==> config.mk <==
export PLATFORM = sky130hd
export DESIGN_NAME = if_id_stage
export DESIGN_NICKNAME = d
export VERILOG_FILES = /design/src/rtl/if_id_stage.sv
export SDC_FILE = /design/constraint.sdc
export NUM_CORES = 1
export LEC_CHECK = 0
export BUFFER_PORTS_ARGS = -buffer_cell sky130_fd_sc_hd__buf_2
export CAP_MARGIN = 20
export CORE_MARGIN = 10
export CORE_UTILIZATION = 40
export DETAILED_ROUTE_END_ITERATION = 6
export GPL_TIMING_DRIVEN = 0
export PLACE_DENSITY_LB_ADDON = 0.08
export SLEW_MARGIN = 20
export SYNTH_ARGS = -nofsm -noshare
export SYNTH_HDL_FRONTEND = slang
export SYNTH_SLANG_ARGS = --single-unit
==> constraint.sdc <==
create_clock -name clk -period 4.3 [get_ports clk]
set_input_delay 0.645 -clock clk [delete_from_list [all_inputs] [get_ports clk]]
set_output_delay 0.645 -clock clk [all_outputs]
set_load 0.05 [all_outputs]
==> src/rtl/if_id_stage.sv <==
// IF/ID pipeline stage: 2-entry instruction buffer with branch pre-decode for fetch.
// Optional IF_ID_PERF_EN adds saturating stall/flush event counters.
module if_id_stage #(
  parameter int WIDTH = 16,
  parameter int DEPTH = 2
) (
  input  logic             clk,
  input  logic             reset,
  input  logic [WIDTH-1:0] pc_i,
  input  logic [WIDTH-1:0] instr_i,
  input  logic             instr_valid_i,
  output logic             fetch_ready_o,
  input  logic             stall_i,
  input  logic             flush_i,
  output logic             id_valid_o,
  output logic [WIDTH-1:0] id_pc_o,
  output logic [WIDTH-1:0] id_instr_o,
  output logic [7:0]       cond_address_o,
  output logic [10:0]      uncond_address_o,
  output logic [5:0]       link_address_o,
  output logic [1:0]       branch_type_o,
  output logic             reg_branch_o,
  output logic             is_branch_o
`ifdef IF_ID_PERF_EN
  ,
  output logic [15:0]      stall_cnt_o,
  output logic [15:0]      flush_cnt_o
`endif
);

  localparam logic [1:0] FULL = 2'(DEPTH);

  logic [1:0]       count;
  logic             wr_ptr;
  logic             rd_ptr;
  logic [WIDTH-1:0] pc_mem    [2];
  logic [WIDTH-1:0] instr_mem [2];
  logic             push;
  logic             pop;

  // Ready depends only on registered count, so stall never reaches fetch combinationally.
  assign fetch_ready_o = (count < FULL);
  assign id_valid_o    = (count != 2'd0);
  assign push          = instr_valid_i && fetch_ready_o && !flush_i;
  assign pop           = id_valid_o && !stall_i && !flush_i;

  always_ff @(posedge clk or negedge reset) begin
    if (!reset) begin
      count  <= 2'd0;
      wr_ptr <= 1'b0;
      rd_ptr <= 1'b0;
      for (int i = 0; i < 2; i++) begin
        pc_mem[i]    <= '0;
        instr_mem[i] <= '0;
      end
    end else if (flush_i) begin
      count  <= 2'd0;
      wr_ptr <= 1'b0;
      rd_ptr <= 1'b0;
    end else begin
      if (push) begin
        pc_mem[wr_ptr]    <= pc_i;
        instr_mem[wr_ptr] <= instr_i;
        wr_ptr            <= ~wr_ptr;
      end
      if (pop) begin
        rd_ptr <= ~rd_ptr;
      end
      case ({push, pop})
        2'b10:   count <= count + 2'd1;
        2'b01:   count <= count - 2'd1;
        default: count <= count;
      endcase
    end
  end

  assign id_pc_o    = id_valid_o ? pc_mem[rd_ptr]    : '0;
  assign id_instr_o = id_valid_o ? instr_mem[rd_ptr] : '0;

  // id_instr_o is already zero when empty, so the decode needs no separate valid gate.
  always_comb begin
    cond_address_o   = id_instr_o[7:0];
    uncond_address_o = id_instr_o[10:0];
    link_address_o   = id_instr_o[5:0];
    branch_type_o    = 2'b00;
    reg_branch_o     = 1'b0;
    is_branch_o      = 1'b0;
    case (id_instr_o[15:12])
      4'hC: begin
        branch_type_o = 2'b00;
        is_branch_o   = 1'b1;
      end
      4'hD: begin
        branch_type_o = 2'b01;
        is_branch_o   = 1'b1;
      end
      4'hE: begin
        branch_type_o = 2'b10;
        is_branch_o   = 1'b1;
      end
      4'hF: begin
        branch_type_o = 2'b11;
        reg_branch_o  = 1'b1;
        is_branch_o   = 1'b1;
      end
      default: begin
        branch_type_o = 2'b00;
      end
    endcase
  end

`ifdef IF_ID_PERF_EN
  logic [16:0] stall_sum;
  logic [16:0] flush_sum;
  logic [2:0]  flush_drop;

  // A presented instruction is counted as discarded on flush even when the buffer was full.
  assign flush_drop = {1'b0, count} + {2'b00, instr_valid_i};
  assign stall_sum  = {1'b0, stall_cnt_o} + 17'd1;
  assign flush_sum  = {1'b0, flush_cnt_o} + {14'd0, flush_drop};

  always_ff @(posedge clk or negedge reset) begin
    if (!reset) begin
      stall_cnt_o <= 16'd0;
      flush_cnt_o <= 16'd0;
    end else begin
      if (id_valid_o && stall_i && !flush_i) begin
        stall_cnt_o <= stall_sum[16] ? 16'hFFFF : stall_sum[15:0];
      end
      if (flush_i) begin
        flush_cnt_o <= flush_sum[16] ? 16'hFFFF : flush_sum[15:0];
      end
    end
  end
`endif

endmodule

---- Word level (Yosys, flattened, before mapping) ----
Cells that the tools add are included.
storage, ports and cells
  flip-flop bits (word level) ............. 68
  word-level logic and storage cells ...... 58
  bits of input ports ..................... 37
  output and inout bits ................... 63
operators by class
  magnitude comparators ................... 4
  mux-type cells .......................... 21
  reductions and logical operators ........ 13
  bitwise gates (word level) .............. 5
  equality and inequality tests ........... 6
  $add $sub $neg .......................... 2
operators with widths
  kind                                                        count
  two-way mux 16 bit                                          9
  bitwise mux 32 bit                                          2
  demux 16 bit (select 1 bit)                                 1
  equality test 4 bit, second input constant                  4
  two-way mux 1 bit                                           6
  one-hot mux 2 bit (3 select lines)                          1
  nonzero test 2 bit                                          3
  logical AND 1 bit                                           5
  >= comparator 2 bit, second input constant                  2
  inverter 1 -> 2 bit                                         2
  one-hot mux 2 bit (2 select lines)                          1
  OR reduction 4 bit                                          1
  inverter 1 bit                                              3
  nonzero test 3 bit                                          1
  adder 2 x 1 -> 2 bit, second input constant                 1
  equality test 2 x 1 -> 1 bit, second input constant         1
  equality test 2 bit, second input constant                  1
  zero test 1 bit                                             2
  less-than comparator 2 x 1 -> 1 bit, second input constant  1
  less-than comparator 2 bit, second input constant           1
  two-way mux 2 bit                                           1
  AND reduction 2 bit                                         1
  subtractor 2 x 1 -> 2 bit, second input constant            1

---- Logic depth before layout (Yosys ltp) ----
  depth in word-level cells ............... 8
  depth in mapped cells ................... 5
  depth with buffers taken out ............ 4

---- Least setup slack after synthesis ----
OpenSTA, ideal clock, no wires.
  kind .................................... flip-flop to output port
  start ................................... register count[1]
  end ..................................... output branch_type_o[0]
  path buffers ............................ 0
  arrival time ............................ 1.938 ns
  cell stages (with the launch flop) ...... 5
  setup slack ............................. 1.717 ns
  required time ........................... 3.655 ns
  path through ............................ dfrtp_1 nor2_1 inv_1 and2_1 and3_1
between the ends
  longest elaborated chain between the ends .. 4
  elaborated cells on any way between the ends .. 6
  those cells by class .................... eq/ne: 3; mux: 2; reduce/logical: 1
RTL lines
  what                                    line  RTL
  start: declaration                      33    logic [1:0] count;
  start signal: assignment                70    2'b10: count <= count + 2'd1;
  start signal: assignment                71    2'b01: count <= count - 2'd1;
  start signal: assignment                72    default: count <= count;
  nonzero test 2 bit (*)                  43    assign id_valid_o = (count != 2'd0);
  named net id_valid_o                    15    output logic id_valid_o,
  two-way mux 16 bit (*)                  78    assign id_instr_o = id_valid_o ? instr_mem[rd_ptr] : '0;
  named net id_instr_o[14]                17    output logic [WIDTH-1:0] id_instr_o,
  equality test 4 bit                     88    case (id_instr_o[15:12])
  one-hot mux 2 bit (3 select lines) (*)  88
  end: declaration                        21    output logic [1:0] branch_type_o,
Mark *: on every way through the listed nets, which the timed path passes. The rest lies on a longest branch.

---- Worst setup path in the final report ----
  start ................................... register count[1]
  end ..................................... output id_pc_o[9]
between the ends
  longest elaborated chain between the ends .. 2
RTL lines
  what                line  RTL
  nonzero test 2 bit  43
  two-way mux 16 bit  77    assign id_pc_o = id_valid_o ? pc_mem[rd_ptr] : '0;
  end: declaration    16    output logic [WIDTH-1:0] id_pc_o,
Every way passes these cells.

==> results by group <==
Synthesis
  • Post-synth top cells: dfrtp_1 (68), mux2_2 (67), nor2_1 (32)
  • Share of the synthesized area in the top cell type: 51.1%
  • Yosys warns: 0
  • Cell area after synthesis: 3330 sq um
  • Most frequent cell after synthesis: dfrtp_1
  • Post-Syn Nets: 296
  • Avg Inst Size Synth: 12.9 sq um
  • Syn Inst Count: 259
  • Seq/Total Area, Yosys: 51.1%
  • Count of cell types in the netlist: 25
  • Number of synthesized flops with an enable pin: 0
  • Async set-reset flop share out of synthesis: 100%
  • Synth top area cells: dfrtp_1 (51%), mux2_2 (23%), mux2i_1 (8.4%)
  • Most used DFF post-synth: dfrtp_1
  • Post-synth top area cell: dfrtp_1
  • Flops & latches, synth: 68

STA
  • Setup TNS: 0 ns
  • RSZ-0062 raised after global routing: false
  • Worst-margin pin slew: 0.521 ns
  • Final max-slew violation count: 0
  • Slew headroom: 65.3%
  • Tcrit/Tclk final: 62.9%
  • Final hold viol count: 0
  • Worst setup margin: 1.60 ns
  • Final setup violation count: 0
  • Fmax: 370 MHz
  • Layout Skew: 0.00603 ns
  • Min Clock Period, post-route: 2.70 ns

Clock network
  • Num CTS Buffers: 9
  • Num Clock Sinks: 68
  • Post-CTS resize count: 0
  • Post-cts hold buffer count: 0
  • H-tree lvl count: 3
  • Root Driver: clkbuf_8
  • Postcts setup bufs: 0
  • Clk_lat worst skew: 0.33 ns
  • Clock slew seen by the registers of the worst setup and hold paths: 0.07 ns
  • CTS tree: built
  • Clock buffer depth: 2

Die
  • Core ar.: 8180 sq um
  • Die area: 12,400 sq um
  • # IOs: 100
  • Rows: 33
  • Die width: 111 um
  • Die H: 111 um
  • Starting Density: 40.7%

Critical path
  • Reg2Reg Setup Slack: 2.58 ns
  • Worst reg2reg path endpoint: pc_mem[15]$_DFFE_PN0P_
  • Worst r2r src: count[1]$_DFFE_PN0P_
  • Worst EP arrival: 2.06 ns
  • Required time of the critical path: 3.65 ns
  • Critical Path Source Type: flip-flop
  • Setup crit end kind: output port
  • Critical path class: reg -> out
  • Worst reg2reg path depth: 4
  • Critical path fanouts, max: 10

Pwr
  • Lkg Pwr: 0.00206 uW
  • P_sw: 796 uW
  • Internal Pwr Total: 1470 uW
  • Sequential power share: 39.9%
  • Combinational Power Share: 34.7%
  • Clock Power Share: 25.3%
  • Worst IR Drop VDD: 0.219 mV
  • Pwr dens: 541 nW/um^2
  • Switch share: 35.1%

Global route
  • First-pass GRT wire length: 12,300 um
  • Initial antenna violation count: 0
  • Largest net degree at the start of global routing: 41
  • Congestion Overflow GR: 0
  • GRT Total Usage: 12.1%
  • Number of global-route vias before repair: 2,459

Detailed routing
  • DRT Pass-1 Iters: 4
  • Routed vias: 2,230
  • WL final: 7410 um
  • DRC violations left: 0
  • First-iteration detailed-routing DRC count: 55
  • Antenna-violating nets left: 0
  • Vias per cell: 4.65
  • WL/cell: 15.4 um

Flow run
  • Max Cap Viol: 0

Cells and area
  • Layout fillers: 773
  • Layout area overhead: 26.1%
  • Share of layout cells above drive strength 1: 58.7%
  • Antenna Cells: 0
  • Final net count: 407

Placement
  • Pre-CTS WS: 1.91 ns
  • Post-DP HPWL: 5510 um
  • GPL Wtd Cong: 0.679
  • PortBufs: 99

Run status
  • Status: finished, final reports clean

Worst hold path
  • Type of the tightest min-delay check: in -> async
==> routing by layer <==
layer  global-route usage, %  routed length, um  vias to the layer above
met3                    4.98                697                        8
li1                        -                  -                     1082
met1                    14.6               3270                     1070
met2                    18.7               3350                       70
met5                       0                  0                        -
met4                    5.14                 91                        0
==> metrics by stage <==
stage	hold slack (ns)	total power (uW)	cells	cell area (sq um)	util [%]
after floorplan	0.349	1530	259	3330	-
after global placement	0.467	1700	463	3960	48.4
after detailed placement	0.475	1720	464	3980	48.7
after CTS	0.235	2300	480	4200	51.3
after global routing	0.249	2400	480	4200	51.3
final	0.241	2270	480	4200	51.3
==> placed cells by master (no fill, tap or decap), drive strengths merged, types with 3 or more instances in the layout <==
cell type | Yosys | final
dfrtp | 68 | 68
inv | 3 | 3
buf | 37 | 137
mux2 | 69 | 69
mux2i | 28 | 28
and2 | 4 | 4
clkbuf | 1 | 13
nor2 | 32 | 32
==> critical path, stage by stage, from the launching register on <==
cell and delay [ns]:
dfrtp_1 0.43, nor2_1 0.23, buf_2 0.28, buf_1 0.43, nor2_1 0.12, buf_2 0.23
==> flip-flops by register name (all words and copies together) (netlist names) <==
register / count
count: 2
wr_ptr: 1
pc_mem: 32
rd_ptr: 1
instr_mem: 32
==> power groups by stage <==
stage,Combinational (uW),Clock (uW),Sequential (uW)
finish,787,575,906
global route,848,618,931
CTS,802,594,907
detailed placement,800,0,919
global placement,786,0,911
floorplan,638,0,893
==> cell families after synthesis <==
logic type	share of synthesized area, %
buffers and inverters	8.72
and+or+nand+nor	6.99
xor gates and xnor gates	0.263
muxes	31.8
DFF	51.1
AOI/OAI and AO/OA	1.13
==> how the worst max path moves through the flow <==
stage	startpoint	end	slack [ns]	depth (start not counted)
2_1_floorplan	count[1]$_DFFE_PN0P_	branch_type_o[0]	1.72	4
3_3_place_gp	count[1]$_DFFE_PN0P_	id_pc_o[9]	1.93	5
3_5_place_dp	count[1]$_DFFE_PN0P_	id_pc_o[9]	1.91	5
4_1_cts	count[1]$_DFFE_PN0P_	id_pc_o[9]	1.53	5
5_1_grt	count[1]$_DFFE_PN0P_	id_pc_o[9]	1.39	5
6_report	count[1]$_DFFE_PN0P_	id_pc_o[9]	1.60	5
==> layout make-up <==
class	instances	area [sq um]	area share (%)
clock inverters	4	72.6	1.73
well taps	105	131	3.13
clock buffers	12	145	3.46
flip-flops and latches	68	1700	40.6
plain buffers	38	279	6.65
multi-input cells	150	1340	31.9
repair buffers	100	518	12.3
inverters	3	11.3	0.268
Power figures use the tool's default switching activity.
